--- src/rtl/debug_access_arbiter_pkg.sv ---
// Shared definitions for the debug access path: target encoding, FSM states
// and the response width used by all debug read ports.
package debug_access_arbiter_pkg;

  localparam int RSP_W      = 16;
  localparam int REQ_ADDR_W = 12;

  typedef enum logic [1:0] {
    REG  = 2'd0,
    IMEM = 2'd1,
    DMEM = 2'd2
  } dbg_target_t;

  typedef enum logic [1:0] {
    IDLE   = 2'd0,
    SETTLE = 2'd1,
    READ   = 2'd2,
    RESP   = 2'd3
  } dbg_state_t;

  // 2'b10 imem, 2'b11 dmem, anything with a zero MSB is the register file.
  function automatic dbg_target_t decode_target(input logic [1:0] sel);
    case (sel)
      2'b10:   return IMEM;
      2'b11:   return DMEM;
      default: return REG;
    endcase
  endfunction

endpackage

--- src/rtl/debug_access_arbiter_rr.sv ---
// Two-way round-robin grant; the pointer moves only when a grant is consumed.
module rr_arbiter2 (
  input  logic       clk,
  input  logic       reset,
  input  logic [1:0] request,
  input  logic       advance,
  output logic [1:0] grant
);

  logic prio;

  always_comb begin
    grant = request;
    if (request == 2'b11) grant = prio ? 2'b10 : 2'b01;
  end

  // Whoever was just served loses priority on the next tie.
  always_ff @(posedge clk) begin
    if (reset) prio <= 1'b0;
    else if (advance) prio <= grant[0];
  end

endmodule

--- src/rtl/debug_access_arbiter.sv ---
// Debug read arbiter: grants one of two requesters, halts the CPU, settles,
// reads register file / imem / dmem and returns a one-cycle response.
module debug_access_arbiter
  import debug_access_arbiter_pkg::*;
#(
  parameter int DATA_W      = 8,
  parameter int INST_W      = 16,
  parameter int D_ADDR_W    = 12,
  parameter int I_ADDR_W    = 12,
  parameter int HALT_CYCLES = 2,
  parameter int RD_LATENCY  = 1
) (
  input  logic                clk,
  input  logic                reset,
  input  logic [1:0]          req_valid,
  input  logic [3:0]          req_target,
  input  logic [23:0]         req_addr,
  output logic [1:0]          req_ready,
  output logic [1:0]          rsp_valid,
  output logic [RSP_W-1:0]    rsp_data,
  output logic                debug_enable,
  output logic [3:0]          reg_debug_addr,
  input  logic [DATA_W-1:0]   reg_debug_rdata,
  output logic [D_ADDR_W-1:0] dmem_debug_addr,
  input  logic [DATA_W-1:0]   dmem_debug_rdata,
  output logic [I_ADDR_W-1:0] imem_debug_addr,
  input  logic [INST_W-1:0]   imem_debug_rdata
);

  localparam int CNT_W = 8;

  dbg_state_t              state, state_next;
  logic [CNT_W-1:0]        cnt;
  logic [1:0]              grant, owner;
  logic                    xfer;
  logic [1:0]              sel_target;
  logic [REQ_ADDR_W-1:0]   sel_addr, addr_q;
  dbg_target_t             tgt_q;
  logic [RSP_W-1:0]        rdata_sel;

  rr_arbiter2 u_rr (
    .clk     (clk),
    .reset   (reset),
    .request (req_valid),
    .advance (xfer),
    .grant   (grant)
  );

  assign xfer       = |req_ready;
  assign sel_target = grant[1] ? req_target[3:2] : req_target[1:0];
  assign sel_addr   = grant[1] ? req_addr[23:12] : req_addr[11:0];

  assign reg_debug_addr  = addr_q[3:0];
  assign dmem_debug_addr = D_ADDR_W'(addr_q);
  assign imem_debug_addr = I_ADDR_W'(addr_q);

  always_ff @(posedge clk) begin
    if (reset) state <= IDLE;
    else state <= state_next;
  end

  always_comb begin
    state_next = state;
    case (state)
      IDLE:    if (xfer) state_next = (HALT_CYCLES == 0) ? READ : SETTLE;
      SETTLE:  if (cnt == '0) state_next = READ;
      READ:    if (cnt == '0) state_next = RESP;
      RESP:    state_next = xfer ? READ : IDLE;
      default: state_next = IDLE;
    endcase
  end

  // Ready is combinational so a waiting requester is accepted the same cycle.
  always_comb begin
    req_ready = 2'b00;
    rsp_valid = 2'b00;
    if (!reset) begin
      if (state == IDLE || state == RESP) req_ready = grant & req_valid;
      if (state == RESP) rsp_valid = owner;
    end
  end

  always_comb begin
    case (tgt_q)
      IMEM:    rdata_sel = RSP_W'(imem_debug_rdata);
      DMEM:    rdata_sel = RSP_W'(dmem_debug_rdata);
      default: rdata_sel = RSP_W'(reg_debug_rdata);
    endcase
  end

  // One down-counter serves both the settle and the read phase.
  always_ff @(posedge clk) begin
    if (reset) begin
      cnt          <= '0;
      owner        <= 2'b00;
      addr_q       <= '0;
      tgt_q        <= REG;
      rsp_data     <= '0;
      debug_enable <= 1'b0;
    end else begin
      debug_enable <= (state_next != IDLE);
      if (xfer) begin
        owner  <= grant;
        addr_q <= sel_addr;
        tgt_q  <= decode_target(sel_target);
      end
      if (state_next == SETTLE && state != SETTLE) cnt <= CNT_W'(HALT_CYCLES - 1);
      else if (state_next == READ && state != READ) cnt <= CNT_W'(RD_LATENCY - 1);
      else if (cnt != '0) cnt <= cnt - 1'b1;
      if (state == READ && cnt == '0) rsp_data <= rdata_sel;
    end
  end

endmodule

--- config.mk ---
export PLATFORM = sky130hd
export DESIGN_NAME = debug_access_arbiter
export DESIGN_NICKNAME = d
export VERILOG_FILES = /design/src/rtl/debug_access_arbiter_pkg.sv /design/src/rtl/debug_access_arbiter_rr.sv /design/src/rtl/debug_access_arbiter.sv
export SDC_FILE = /design/constraint.sdc
export NUM_CORES = 1
export LEC_CHECK = 0
export BUFFER_PORTS_ARGS = -buffer_cell sky130_fd_sc_hd__buf_2
export CAP_MARGIN = 20
export CORE_MARGIN = 5
export CORE_UTILIZATION = 46
export CTS_CLUSTER_DIAMETER = 150
export DETAILED_ROUTE_END_ITERATION = 12
export PLACE_DENSITY = 0.8
export SYNTH_ARGS = -nofsm -noshare
export SYNTH_HDL_FRONTEND = slang
export SYNTH_SLANG_ARGS = --single-unit
--- constraint.sdc ---
create_clock -name clk -period 3.02 [get_ports clk]
set_input_delay 0.604 -clock clk [delete_from_list [all_inputs] [get_ports clk]]
set_output_delay 0.604 -clock clk [all_outputs]
set_load 0.005 [all_outputs]
======== After elaboration in Yosys (flattened, before gate mapping) ========
Index checks and enable logic that the tools add are counted.
storage, ports and cells
  logic and storage cells ................. 52
  output and inout bits ................... 49
  flip-flop bits (word level) ............. 44
cells by class
  muxes and demuxes ....................... 18
  reduce and logical (&&, ||, !) cells .... 11
  eq/ne operators ......................... 12
  add/sub/neg operators ................... 1
  bitwise operators ....................... 1
operator list
  operator             number
  $pmux 16 s2          1
  $mux 2               11
  $eq 2x2->1 const B   7
  $mux 12              1
  $logic_not 8->1      1
  $pmux 2 s4           1
  $reduce_bool 8->1    1
  $sub 8x1->8 const B  1
  $eq 2x1->1 const B   3
  $pmux 2 s2           1
  $logic_and 1x1->1    3
  $mux 1               3
  $reduce_bool 3->1    1
  $reduce_or 3->1      1
  $and 2x2->2          1
  $logic_not 2->1      1
  $ne 2x1->1 const B   1
  $ne 2x2->1 const B   1
  $reduce_bool 2->1    1
  $reduce_or 2->1      1
  $logic_or 1x1->1     1

======== Logic depth before layout (Yosys ltp) ========
Gate-level depths: netlist of the first run.
  word-level depth ........................ 12
  mapped depth ............................ 8
  mapped depth without buffers ............ 7

======== By module ========
From an unflattened synthesis of the first run, not the netlist that was laid out.
unflattened totals
  cells, all modules ...................... 280
  area, all modules ....................... 2313.5 um2
modules (own cells, without submodules)
  module                area an instance (um2)  times used  cells each  seq. area each (um2)
  debug_access_arbiter  2245.9                  1           273         860.8
  rr_arbiter2           67.6                    1           7           20.0

======== Worst setup path before layout of the first run ========
Ideal clock, no wire load.
  path kind ............................... register to register
  start ................................... register state[0]
  end ..................................... register cnt[2]
  data required time ...................... 2881 ps
  period minus slack after synthesis ...... 1965 ps
  cell stages (with the launch flop) ...... 8
  setup time .............................. 139 ps
  data arrival time ....................... 1826 ps
  slack ................................... 1055 ps
  cells stage by stage .................... dfxtp_1 -> inv_1 -> ha_1 -> or2_1 -> o21ai_1 -> a32o_2 -> mux2i_4 -> nor4_2
on the way
  longest elaborated chain between the ends .. 10
  elaborated cells between the ends (all ways) .. 20
ends and longest elaborated chain
  what                                                  RTL line                                                  source
  start, declared                                       debug_access_arbiter.sv:32                                dbg_state_t state, state_next;
  start signal, assigned                                debug_access_arbiter.sv:59                                else state <= state_next;
  $eq 2x2->1 / $logic_not 2->1 (equally long branches)  debug_access_arbiter.sv:64, debug_access_arbiter.sv:78
  $logic_or 1x1->1                                      debug_access_arbiter.sv:78                                if (state == IDLE || state == RESP) req_ready = grant & req_valid;
  $mux 2                                                debug_access_arbiter.sv:78
  $mux 2                                                debug_access_arbiter.sv:77                                if (!reset) begin
  $reduce_or 2->1                                       debug_access_arbiter.sv:49                                assign xfer = |req_ready;
  $mux 2 (on tied branches)                             debug_access_arbiter.sv:65, debug_access_arbiter.sv:68
  $pmux 2 s4                                            debug_access_arbiter.sv:64                                case (state)
  $eq 2x1->1 / $eq 2x2->1 (equally long branches)       debug_access_arbiter.sv:107, debug_access_arbiter.sv:108
  $logic_and 1x1->1 (on tied branches)                  debug_access_arbiter.sv:107, debug_access_arbiter.sv:108
  $reduce_or 3->1 (no line) *                           n/a
  end signal, assigned                                  debug_access_arbiter.sv:107                               if (state_next == SETTLE && state != SETTLE) cnt <= CNT_W'(HALT_CYCLES - 1);
  end signal, assigned                                  debug_access_arbiter.sv:108                               else if (state_next == READ && state != READ) cnt <= CNT_W'(RD_LATENCY - 1);
  end signal, assigned                                  debug_access_arbiter.sv:109                               else if (cnt != '0) cnt <= cnt - 1'b1;
  end, declared                                         debug_access_arbiter.sv:33                                logic [CNT_W-1:0] cnt;
Mark *: on every way between the ends. The rest lies on a longest branch, timed or not.
A chain may end at the register's enable or synchronous reset.

======== Worst setup path after layout of the first run ========
  start ................................... register state[1]
  end ..................................... output port req_ready[1]
on the way
  longest elaborated chain between the ends .. 4
  elaborated cells between the ends (all ways) .. 5
ends and longest elaborated chain
  what                                                  RTL line                    source
  $eq 2x2->1 / $logic_not 2->1 (equally long branches)  debug_access_arbiter.sv:78
  $logic_or 1x1->1 *                                    debug_access_arbiter.sv:78
  $mux 2 *                                              debug_access_arbiter.sv:78
  $mux 2 *                                              debug_access_arbiter.sv:77
  end, declared                                         debug_access_arbiter.sv:18  output logic [1:0] req_ready,
Marked as above.

==> results of run 1 <==
==> synth_stat cells, types with 2 or more instances <==
library cell,count
buf_4,16
a211oi_1,13
a21oi_1,21
xnor2_1,3
clkbuf_1,8
and2_1,3
o31ai_1,2
nor3_1,3
ha_1,7
inv_1,10
nor2_1,27
nand3_1,11
o21ai_0,10
nor3_2,4
o21ai_1,3
nand2_1,37
buf_2,5
nor4_2,2
and3_1,2
a22oi_1,8
dfxtp_1,43
mux2i_1,15
==> worst max-delay path by stage <==
stage | slack (ns) | to | cells past startpoint | from
global route | 0.63 | req_ready[1] | 5 | state[0]$_SDFF_PP0_
floorplan | 1.05 | cnt[2]$_SDFFE_PP0N_ | 7 | state[0]$_SDFF_PP0_
detailed placement | 0.82 | cnt[2]$_SDFFE_PP0N_ | 6 | reset
CTS | 0.74 | req_ready[1] | 5 | state[1]$_SDFF_PP0_
finish | 0.76 | req_ready[1] | 5 | state[1]$_SDFF_PP0_
global placement | 0.85 | cnt[5]$_SDFFE_PP0N_ | 6 | reset
==> per-layer routing <==
| metal | share of wire | up-vias | routed length (um) | track usage |
|---|---|---|---|---|
| li1 | - | 1139 | - | - |
| met1 | 0.42 | 999 | 2430 | 0.210 |
| met2 | 0.47 | 89 | 2680 | 0.282 |
| met3 | 0.098 | 6 | 563 | 0.0532 |
| met4 | 0.011 | 0 | 62 | 0.0507 |
| met5 | 0 | - | 0 | 0 |
==> worst reg2reg max path: stages (launching register included) <==
cell	delay, ns
dfxtp_1	0.41
inv_1	0.08
ha_1	0.34
or2_1	0.29
o21ai_1	0.18
a32o_2	0.22
mux2i_4	0.41
nor4_2	0.09
==> power groups by stage <==
stage               Clock [mW]  Sequential, mW  Combinational (mW)
floorplan                    0           0.775               0.818
global placement             0           0.778                1.01
detailed placement           0           0.780                1.04
CTS                      0.453           0.768                1.04
global route             0.482           0.788                1.15
finish                   0.445           0.767                1.03
==> state kept, by name, indices dropped and copies added (netlist names) <==
name             count
dmem_debug_addr     12
state                2
debug_enable         1
cnt                  8
owner                2
rsp_data            16
tgt_q                2
==> cell type report <==
cell class / instances / area [um2]
inverters: 10 / 37.5
fillers: 480 / 2080
repair buffers: 115 / 583
well taps: 70 / 87.6
multi-input cells: 194 / 1250
clock buffers: 5 / 68.8
flip-flops and latches: 43 / 861
clock inverters: 3 / 43.8
==> kinds of logic after synthesis <==
logic type / synth area share
muxes: 0.0740
adders and majority gates: 0.0375
AOI/OAI and AO/OA: 0.199
xor gates and xnor gates: 0.0113
and+or+nand+nor: 0.214
DFF: 0.369
buffers and inverters: 0.0949
==> stage by stage <==
step / power [mW] / hold slack (ns) / cell area (um2)
floorplan: 1.59 / 0.448 / 2330
global placement: 1.79 / 0.437 / 2820
detailed placement: 1.82 / 0.444 / 2820
CTS: 2.26 / 0.455 / 2930
global route: 2.42 / 0.473 / 2930
finish: 2.24 / 0.451 / 2930
==> results_dict.tcl, run 1 <==
set metrics [dict create \
    outcome "finished, final reports clean" \
    core_area_mm2 0.00501 \
    stdcell_count 440 \
    cp_cell_sequence "inv_1 -> ha_1 -> or2_1 -> nor2_1 -> buf_2" \
    power_report.internal_total_mw 1.39 \
    die_x_um 81.2 \
    rows 26 \
    max-clock-path-buffers 2 \
    hpwlAfterDp_um 4560 \
    critical_path_required_ns 2.42 \
    max_freq_ghz 0.443 \
    critPathMaxFanout 5 \
    postCtsResizedCells 0 \
    setup_total_negative_slack_ns 0 \
    tritoncts_clock_tree "done" \
    post_synth_inst_count 278 \
    hold_path_startpoint "rsp_data[10]$_SDFFE_PP0P_" \
    final_min_period_over_clock_period 0.748 \
    power.leakage_nw 1.39 \
    final_cell_mix "112 x buf_2, 43 x dfxtp_1, 37 x nand2_1" \
    ys_seq_elements 43 \
    grt_overflow_total 0 \
    insertedDiodeCount 0 \
    hold_path_depth 2 \
    synth_top_area_cell "dfxtp_1" \
    synthDominantCellAreaShare 0.369 \
    routed_wl_um 5730 \
    synth_async_sr_flop_share 0 \
    yosysWarnings 0 \
    seqPwrFrac 0.342 \
    hold_buffers 0 \
    effective_utilization_at_floorplan 0.466 \
    pin_count_of_the_biggest_net_entering_global_routing 25 \
    synth_seq_area_share 0.369 \
    postCtsSetupBuffers 0 \
    post-route-drc-count 0 \
    synth_nets 349 \
    vias 2233 \
    worstSetupStartpointType "flip-flop" \
    drtIter0Drc 73 \
    global_route.usage.total 0.170 \
    drt_first_pass_iters 4 \
    critical_path_buf_inv_count 2 \
    netSwitchingFraction 0.381 \
    max_ir_drop_vdd_mv 0.406 \
    holdPathEnd "rsp_data[10]$_SDFFE_PP0P_" \
    worstSetupEndpointType "primary output" \
    netlist-cell-type-count 47 \
    timing_max_transition_violations_final 0 \
    cts.htree.levels 2 \
    cts_made_buffers 5 \
    syn_avg_cell_area_um2 8.39 \
    cts.reportedPaths.clkPinSlew_ns 0.08 \
    post_synth_main_area_contributors "dfxtp_1 37%, mux2i_1 6.4%, nand2_1 6.0%" \
    comb_power_share 0.459 \
    slowest_stage "dfxtp_1" \
    io_buffers 112 \
    timing.final.ws_setup_ns 0.762 \
    hold_violations 0 \
    grt_pass1_vias 2003 \
    ff2ff_setup_slack_ns 0.89 \
    synth_top_flop_cell "dfxtp_1" \
    clk_skew_ns 0.00554 \
    route.detailed.wl_per_inst_um 13.0 \
    total_number_of_nets_in_the_final_design 440 \
    ctsRootBufferMaster "clkbuf_8" \
    dp_cells 432 \
    grt_first_pass_wirelength_um 8840 \
    die_h_um 81.2 \
    io-pin-count 113 \
    clock-sinks 43 \
    gp_congestion 0.807 \
    pwr-share-clk 0.199 \
    avgViaCountPerCell 5.08 \
    switching_power_mw 0.855 \
    die_area_mm2 0.00660 \
    area_growth_pct 25.7 \
    worst_skew_pair.late_latency_ns 0.29 \
    layout.core_utilization 0.585 \
    final_layout_size_suffix_gt1_frac 0.381 \
    crit_reg_reg_startpoint "state[1]$_SDFF_PP0_" \
    place_worst_setup_slack_ns 0.819 \
    powerDensity_mw_per_mm2 765 \
    worst_path_dominant_cell_family "flip-flops" \
    mostFrequentLayoutCell "buf_2" \
    grt_antenna_before_repair 0 \
    slew_hr 0.591 \
    cp_slowest_stage_delay_ns 0.41 \
    worst_r2r_endpoint "cnt[2]$_SDFFE_PP0N_" \
    drt.antenna.violating_nets 0 \
    r2r.worst_path.cells 7 \
    cp_data_arrival_time_ns 1.65 \
    report.final.setup_viol 0 \
    number_of_enable_flip_flop_cells_after_synthesis 0 \
    worstMarginPinSlew_ns 0.614 \
    hold_path.class "reg2reg" \
    syn_area_mm2 0.00233 \
    critPathKind "reg2out" \
    final.min_clock_period_ns 2.26 \
    max_cap_viol_count 0 \
    grt_setup_unrepaired "false" \
]
Power figures use the tool's default switching activity.
==> inputs of run 2 (changes only) <==
--- a/config.mk
+++ b/config.mk
@@ -8,10 +8,10 @@
 export BUFFER_PORTS_ARGS = -buffer_cell sky130_fd_sc_hd__buf_2
 export CAP_MARGIN = 20
 export CORE_MARGIN = 5
-export CORE_UTILIZATION = 46
+export CORE_UTILIZATION = 42
 export CTS_CLUSTER_DIAMETER = 150
 export DETAILED_ROUTE_END_ITERATION = 12
-export PLACE_DENSITY = 0.8
+export PLACE_DENSITY = 0.77
 export SYNTH_ARGS = -nofsm -noshare
 export SYNTH_HDL_FRONTEND = slang
 export SYNTH_SLANG_ARGS = --single-unit
==> constraint.sdc (replaced) <==
create_clock -name clk -period 1.8 [get_ports clk]
set_input_delay 0.36 -clock clk [delete_from_list [all_inputs] [get_ports clk]]
set_output_delay 0.36 -clock clk [all_outputs]
set_load 0.005 [all_outputs]
==> run 2 against run 1 <==
Compared with the run above: worst hold slack worse by 0.13 ns; core utilization increased by 4.0 points; cell count rose by 7.5%; sequential share of layout area is 3.9 points lower; register-to-register slack lost 0.93 ns; worst setup slack lost 0.83 ns; non-clock buffer count up 31; largest power group unchanged; critical path depth up 1; power up 110%; flip-flop and latch count stayed put; combinational power rose by 150%; the run now ends with setup timing left.
==> results_dict.tcl, run 2 (synthesis gave the netlist of run 1 again) <==
set metrics [dict create \
    max_cap_viol_count 0 \
    max_freq_ghz 0.534 \
    timing_max_transition_violations_final 0 \
    pin_count_of_the_biggest_net_entering_global_routing 33 \
    global_route.usage.total 0.180 \
    effective_utilization_at_floorplan 0.429 \
    final_min_period_over_clock_period 1.04 \
    clock-sinks 43 \
    max_ir_drop_vdd_mv 0.580 \
    slew_hr 0.698 \
    worst_skew_pair.late_latency_ns 0.30 \
    worstMarginPinSlew_ns 0.449 \
    clk_skew_ns 0.00732 \
    ff2ff_setup_slack_ns -0.04 \
    cts_made_buffers 5 \
    critPathMaxFanout 3 \
    final_cell_mix "113 x buf_2, 39 x dfxtp_1, 36 x nand2_1" \
    cts.reportedPaths.clkPinSlew_ns 0.09 \
    area_growth_pct 45.7 \
    cp_slowest_stage_delay_ns 0.34 \
    ctsRootBufferMaster "clkbuf_8" \
    crit_reg_reg_startpoint "cnt[1]$_SDFFE_PP0N_" \
    worstSetupStartpointType "flip-flop" \
    filler_cell_count 482 \
    critical_path_required_ns 1.44 \
    post-route-drc-count 0 \
    worst_path_dominant_cell_family "flip-flops" \
    report.final.setup_viol 11 \
    route.detailed.wl_per_inst_um 14.1 \
    critPathKind "reg2out" \
    cp_cell_sequence "inv_2 -> ha_4 -> or2_4 -> buf_6 -> nor2_4 -> buf_2" \
    vias 2437 \
    tritoncts_clock_tree "done" \
    drt_first_pass_iters 4 \
    layout.area.seq_um2 866 \
    rows 27 \
    setup_total_negative_slack_ns -0.381 \
    failing_checks "setup timing" \
    total_number_of_nets_in_the_final_design 471 \
    multiInputGateArea_mm2 0.00144 \
    drt.antenna.violating_nets 0 \
    max-clock-path-buffers 2 \
    grt_first_pass_wirelength_um 10700 \
    core_area_mm2 0.00544 \
    die_area_mm2 0.00715 \
    hold_path.class "in2reg" \
    slowest_stage "dfxtp_2" \
    powerDensity_mw_per_mm2 1350 \
    grt_overflow_total 0 \
    timing.final.ws_setup_ns -0.0713 \
    worstSetupEndpointType "primary output" \
    mostFrequentLayoutCell "buf_2" \
    cts.htree.levels 2 \
    top_register "rsp_data" \
    critical_path_buf_inv_count 3 \
    final.min_clock_period_ns 1.87 \
    outcome "finished, violations left" \
    insertedDiodeCount 0 \
    hold_violations 0 \
    avgViaCountPerCell 5.15 \
    grt_setup_unrepaired "true" \
    drtIter0Drc 80 \
    grt_antenna_before_repair 0 \
    place_worst_setup_slack_ns -0.0921 \
    hold_buffers 0 \
    grt_pass1_vias 2382 \
    io_buffers 112 \
    routed_wl_um 6660 \
    io-pin-count 113 \
    power.leakage_nw 1.59 \
    hold_path_startpoint "imem_debug_rdata[12]" \
    cp_data_arrival_time_ns 1.51 \
    die_x_um 84.5 \
    cp-startpoint "state[0]$_SDFF_PP0_" \
    layout.core_utilization 0.625 \
    gp_congestion 0.871 \
    die_h_um 84.5 \
    largest_reg_flops 16 \
    hpwlAfterDp_um 4930 \
    final_layout_size_suffix_gt1_frac 0.496 \
]
run 2: changes by cell type in the layout (fill, tap and decap cells not counted), moves of 5 or more:
cell and delta:
a211oi_1 -5, a211oi_2 +5, buf_4 +23, buf_6 +5
run 2: timing repair:
item | in CTS | in global routing
endpoints found under the setup margin | 23 | 41
gates cloned | 0 | 2
pin swaps | 5 | 16
buffers inserted | 1 | 3
resized for setup | 20 | 15
run 2: worst paths after layout:
path / to / cells after the start
setup reg to reg: cnt[3]$_SDFFE_PP0N_ / 8
hold / removal: rsp_data[12]$_SDFFE_PP0P_ / 3
setup / recovery: req_ready[1] / 6
hold reg to reg: rsp_data[4]$_SDFFE_PP0P_ / 2
run 2: layout make-up:
| cell class | count | area share |
|---|---|---|
| repair buffers | 146 | 0.252 |
| clock inverters | 3 | 0.0129 |
| clock buffers | 5 | 0.0202 |
| well taps | 72 | 0.0265 |
| flip-flops and latches | 43 | 0.255 |
| multi-input cells | 194 | 0.423 |
| inverters | 10 | 0.0110 |
run 2: per-layer routing:
layer,GRT usage,part of all wire,vias to the layer above
met5,0,0,-
met4,0.0633,0.018,0
met3,0.0422,0.079,13
met2,0.317,0.49,87
met1,0.214,0.41,1131
li1,-,-,1206
run 2: where the power goes:
part / leakage, nW / total (mW) / internal, mW / switching [mW]
registers: 0.353 / 1.29 / 1.15 / 0.149
clock network: 0.0581 / 0.758 / 0.413 / 0.345
logic: 1.18 / 2.55 / 1.26 / 1.30
run 2: worst register-to-register path: stages, from the launching register on:
cell,delay [ns]
dfxtp_2,0.33
inv_2,0.07
ha_4,0.13
or4b_4,0.54
o21ai_4,0.18
a2bb2oi_2,0.08
mux2i_4,0.18
buf_12,0.16
a2111oi_4,0.04
run 2: through the flow:
step | power (mW) | instance area (um2) | std cells | hold slack, ns
3_3_place_gp | 3.45 | 3080 | 460 | 0.435
4_1_cts | 4.41 | 3290 | 469 | 0.317
5_1_grt | 4.90 | 3400 | 473 | 0.339
6_report | 4.61 | 3400 | 473 | 0.322
3_5_place_dp | 3.52 | 3080 | 460 | 0.444
2_1_floorplan | 2.76 | 2370 | 278 | 0.448
==> inputs of run 3 (changes only) <==
--- a/config.mk
+++ b/config.mk
@@ -11,7 +11,8 @@
 export CORE_UTILIZATION = 42
 export CTS_CLUSTER_DIAMETER = 150
 export DETAILED_ROUTE_END_ITERATION = 12
-export PLACE_DENSITY = 0.77
+export PLACE_DENSITY_LB_ADDON = 0.08
 export SYNTH_ARGS = -nofsm -noshare
 export SYNTH_HDL_FRONTEND = slang
 export SYNTH_SLANG_ARGS = --single-unit
+export TNS_END_PERCENT = 100
==> run 3 against run 2 <==
Compared with the run above: the flow still finishes with violations (setup timing); core utilization down 1.1 points; sequential power about the same; count of clock-buffer cells in the layout up 3.
==> results_dict.tcl, run 3 (synthesis gave the netlist of run 1 again) <==
set metrics [dict create \
    outcome "finished, violations left" \
    failing_checks "setup timing" \
    report.power.total_mw 4.34 \
    ff2ff_setup_slack_ns -0.01 \
    critical_path.most_common_cell "buf_6" \
    route.detailed.wl_per_inst_um 12.7 \
    top_register "rsp_data" \
    r2r.worst_path.cells 8 \
    report.final.setup_viol 9 \
    slew_hr 0.697 \
    seqPwrFrac 0.297 \
    placement.cell_area_mm2 0.00306 \
    critical_path_buf_inv_count 3 \
    area_growth_pct 43.2 \
    grt_setup_unrepaired "true" \
    max_ir_drop_vdd_mv 0.780 \
    drtIter0Drc 58 \
    routed_wl_um 6020 \
    switching_power_mw 1.61 \
    ctsRootBufferMaster "clkbuf_8" \
    hold_path_startpoint "imem_debug_rdata[11]" \
    rows 27 \
    crit_reg_reg_startpoint "cnt[1]$_SDFFE_PP0N_" \
    cts.reportedPaths.clkPinSlew_ns 0.08 \
    place_worst_setup_slack_ns -0.0660 \
    global_route.usage.total 0.161 \
    cp_data_arrival_time_ns 1.47 \
    clk_skew_ns 0.00561 \
    holdPathEnd "rsp_data[11]$_SDFFE_PP0P_" \
    die_area_mm2 0.00715 \
    slowest_stage "dfxtp_2" \
    comb_power_share 0.549 \
    worstSetupStartpointType "flip-flop" \
    io-pin-count 113 \
    worstSetupEndpointType "primary output" \
    hold_path_depth 3 \
    hold_path.class "in2reg" \
    core_area_mm2 0.00544 \
    max-clock-path-buffers 2 \
    power.leakage_nw 1.57 \
    gp_congestion 0.798 \
    total_number_of_nets_in_the_final_design 471 \
    layout.cell_area.non_filler_mm2 0.00334 \
    timing.final.ws_setup_ns -0.0281 \
    insertedDiodeCount 0 \
    power_report.internal_total_mw 2.73 \
    largest_reg_flops 16 \
    drt.antenna.violating_nets 0 \
    final.min_clock_period_ns 1.83 \
    critPathKind "reg2out" \
    critPathMaxFanout 3 \
    mostFrequentLayoutCell "buf_2" \
    max_freq_ghz 0.547 \
    clock-sinks 43 \
    avgViaCountPerCell 4.83 \
    hold_violations 0 \
    pin_count_of_the_biggest_net_entering_global_routing 27 \
    post-route-drc-count 0 \
    cp_cell_sequence "inv_2 -> ha_4 -> or2_4 -> buf_6 -> nor2_4 -> buf_6" \
    effective_utilization_at_floorplan 0.429 \
    final_min_period_over_clock_period 1.02 \
    tritoncts_clock_tree "done" \
    hpwlAfterDp_um 4520 \
    max_cap_viol_count 0 \
    final_layout_size_suffix_gt1_frac 0.484 \
    grt_pass1_vias 2160 \
    critical_path_required_ns 1.44 \
    cts_made_buffers 5 \
    grt_antenna_before_repair 0 \
    drt_first_pass_iters 4 \
    netSwitchingFraction 0.372 \
    timing_max_transition_violations_final 0 \
    die_x_um 84.5 \
    setup_total_negative_slack_ns -0.0958 \
    grt_overflow_total 0 \
    pwr-share-clk 0.154 \
    die_h_um 84.5 \
    worst_path_dominant_cell_family "flip-flops" \
    powerDensity_mw_per_mm2 1300 \
    worstMarginPinSlew_ns 0.450 \
    final_cell_mix "109 x buf_2, 39 x dfxtp_1, 36 x nand2_1" \
    worst_r2r_endpoint "cnt[3]$_SDFFE_PP0N_" \
    io_buffers 112 \
    cts.htree.levels 2 \
    grt_first_pass_wirelength_um 9700 \
    worst_skew_pair.late_latency_ns 0.29 \
    vias 2283 \
    cp_slowest_stage_delay_ns 0.35 \
]
[run 3: cell types whose count changed in the layout (fill, tap and decap cells not counted), moves of 3 or more]
cell,change
buf_4,+3
buf_2,-4
a211oi_2,-4
a211oi_1,+4
[run 3: layout make-up]
cell class              count  area (um2)
flip-flops and latches     43         866
well taps                  72        90.1
clock buffers               8         100
multi-input cells         194        1390
repair buffers            146         862
inverters                  10        37.5
fillers                   482        2100
[run 3: per-layer routing]
metal / GRT usage / routed length, um
met5: 0 / 0
met4: 0.0504 / 56
met3: 0.0589 / 504
met2: 0.263 / 2840
met1: 0.198 / 2610
[run 3: worst register-to-register path: stages, from the launching register on]
cell and delay, ns:
dfxtp_2 0.33, inv_2 0.07, ha_4 0.14, or4b_4 0.54
o21ai_2 0.17, a2bb2oi_2 0.09, mux2i_4 0.17, buf_12 0.15
a2111oi_4 0.04
[run 3: worst max path at each step]
stage | startpoint | end | slack [ns] | depth (start not counted)
final | state[0]$_SDFF_PP0_ | req_ready[1] | -0.03 | 6
after global routing | state[0]$_SDFF_PP0_ | req_ready[1] | -0.09 | 6
after CTS | state[1]$_SDFF_PP0_ | req_ready[1] | -0.04 | 6
after detailed placement | cnt[1]$_SDFFE_PP0N_ | cnt[3]$_SDFFE_PP0N_ | -0.07 | 8
after global placement | cnt[1]$_SDFFE_PP0N_ | cnt[3]$_SDFFE_PP0N_ | 0.00008 | 8
after floorplan | cnt[0]$_SDFFE_PP0P_ | cnt[2]$_SDFFE_PP0N_ | 0.004 | 7
[run 3: what timing repair did]
item | in CTS | in global routing
hold endpoints to repair | 0 | 0
setup endpoints to repair | 11 | 34
buffers inserted | 3 | 3
hold buffers | 0 | 0
pin swaps | 5 | 7
resized for setup | 14 | 14
[run 3: power by group through the flow]
stage	Sequential, mW	Combinational, mW	Clock [mW]
2_1_floorplan	1.31	1.45	0
3_3_place_gp	1.29	2.17	0
3_5_place_dp	1.29	2.16	0
4_1_cts	1.28	2.29	0.695
5_1_grt	1.32	2.60	0.734
6_report	1.29	2.38	0.670
[run 3: metrics by stage]
step / cells / hold slack, ns / util
after CTS: 470 / 0.317 / 0.597
final: 473 / 0.323 / 0.614
after global routing: 473 / 0.330 / 0.614
after floorplan: 278 / 0.448 / -
after global placement: 459 / 0.435 / 0.563
after detailed placement: 459 / 0.441 / 0.563
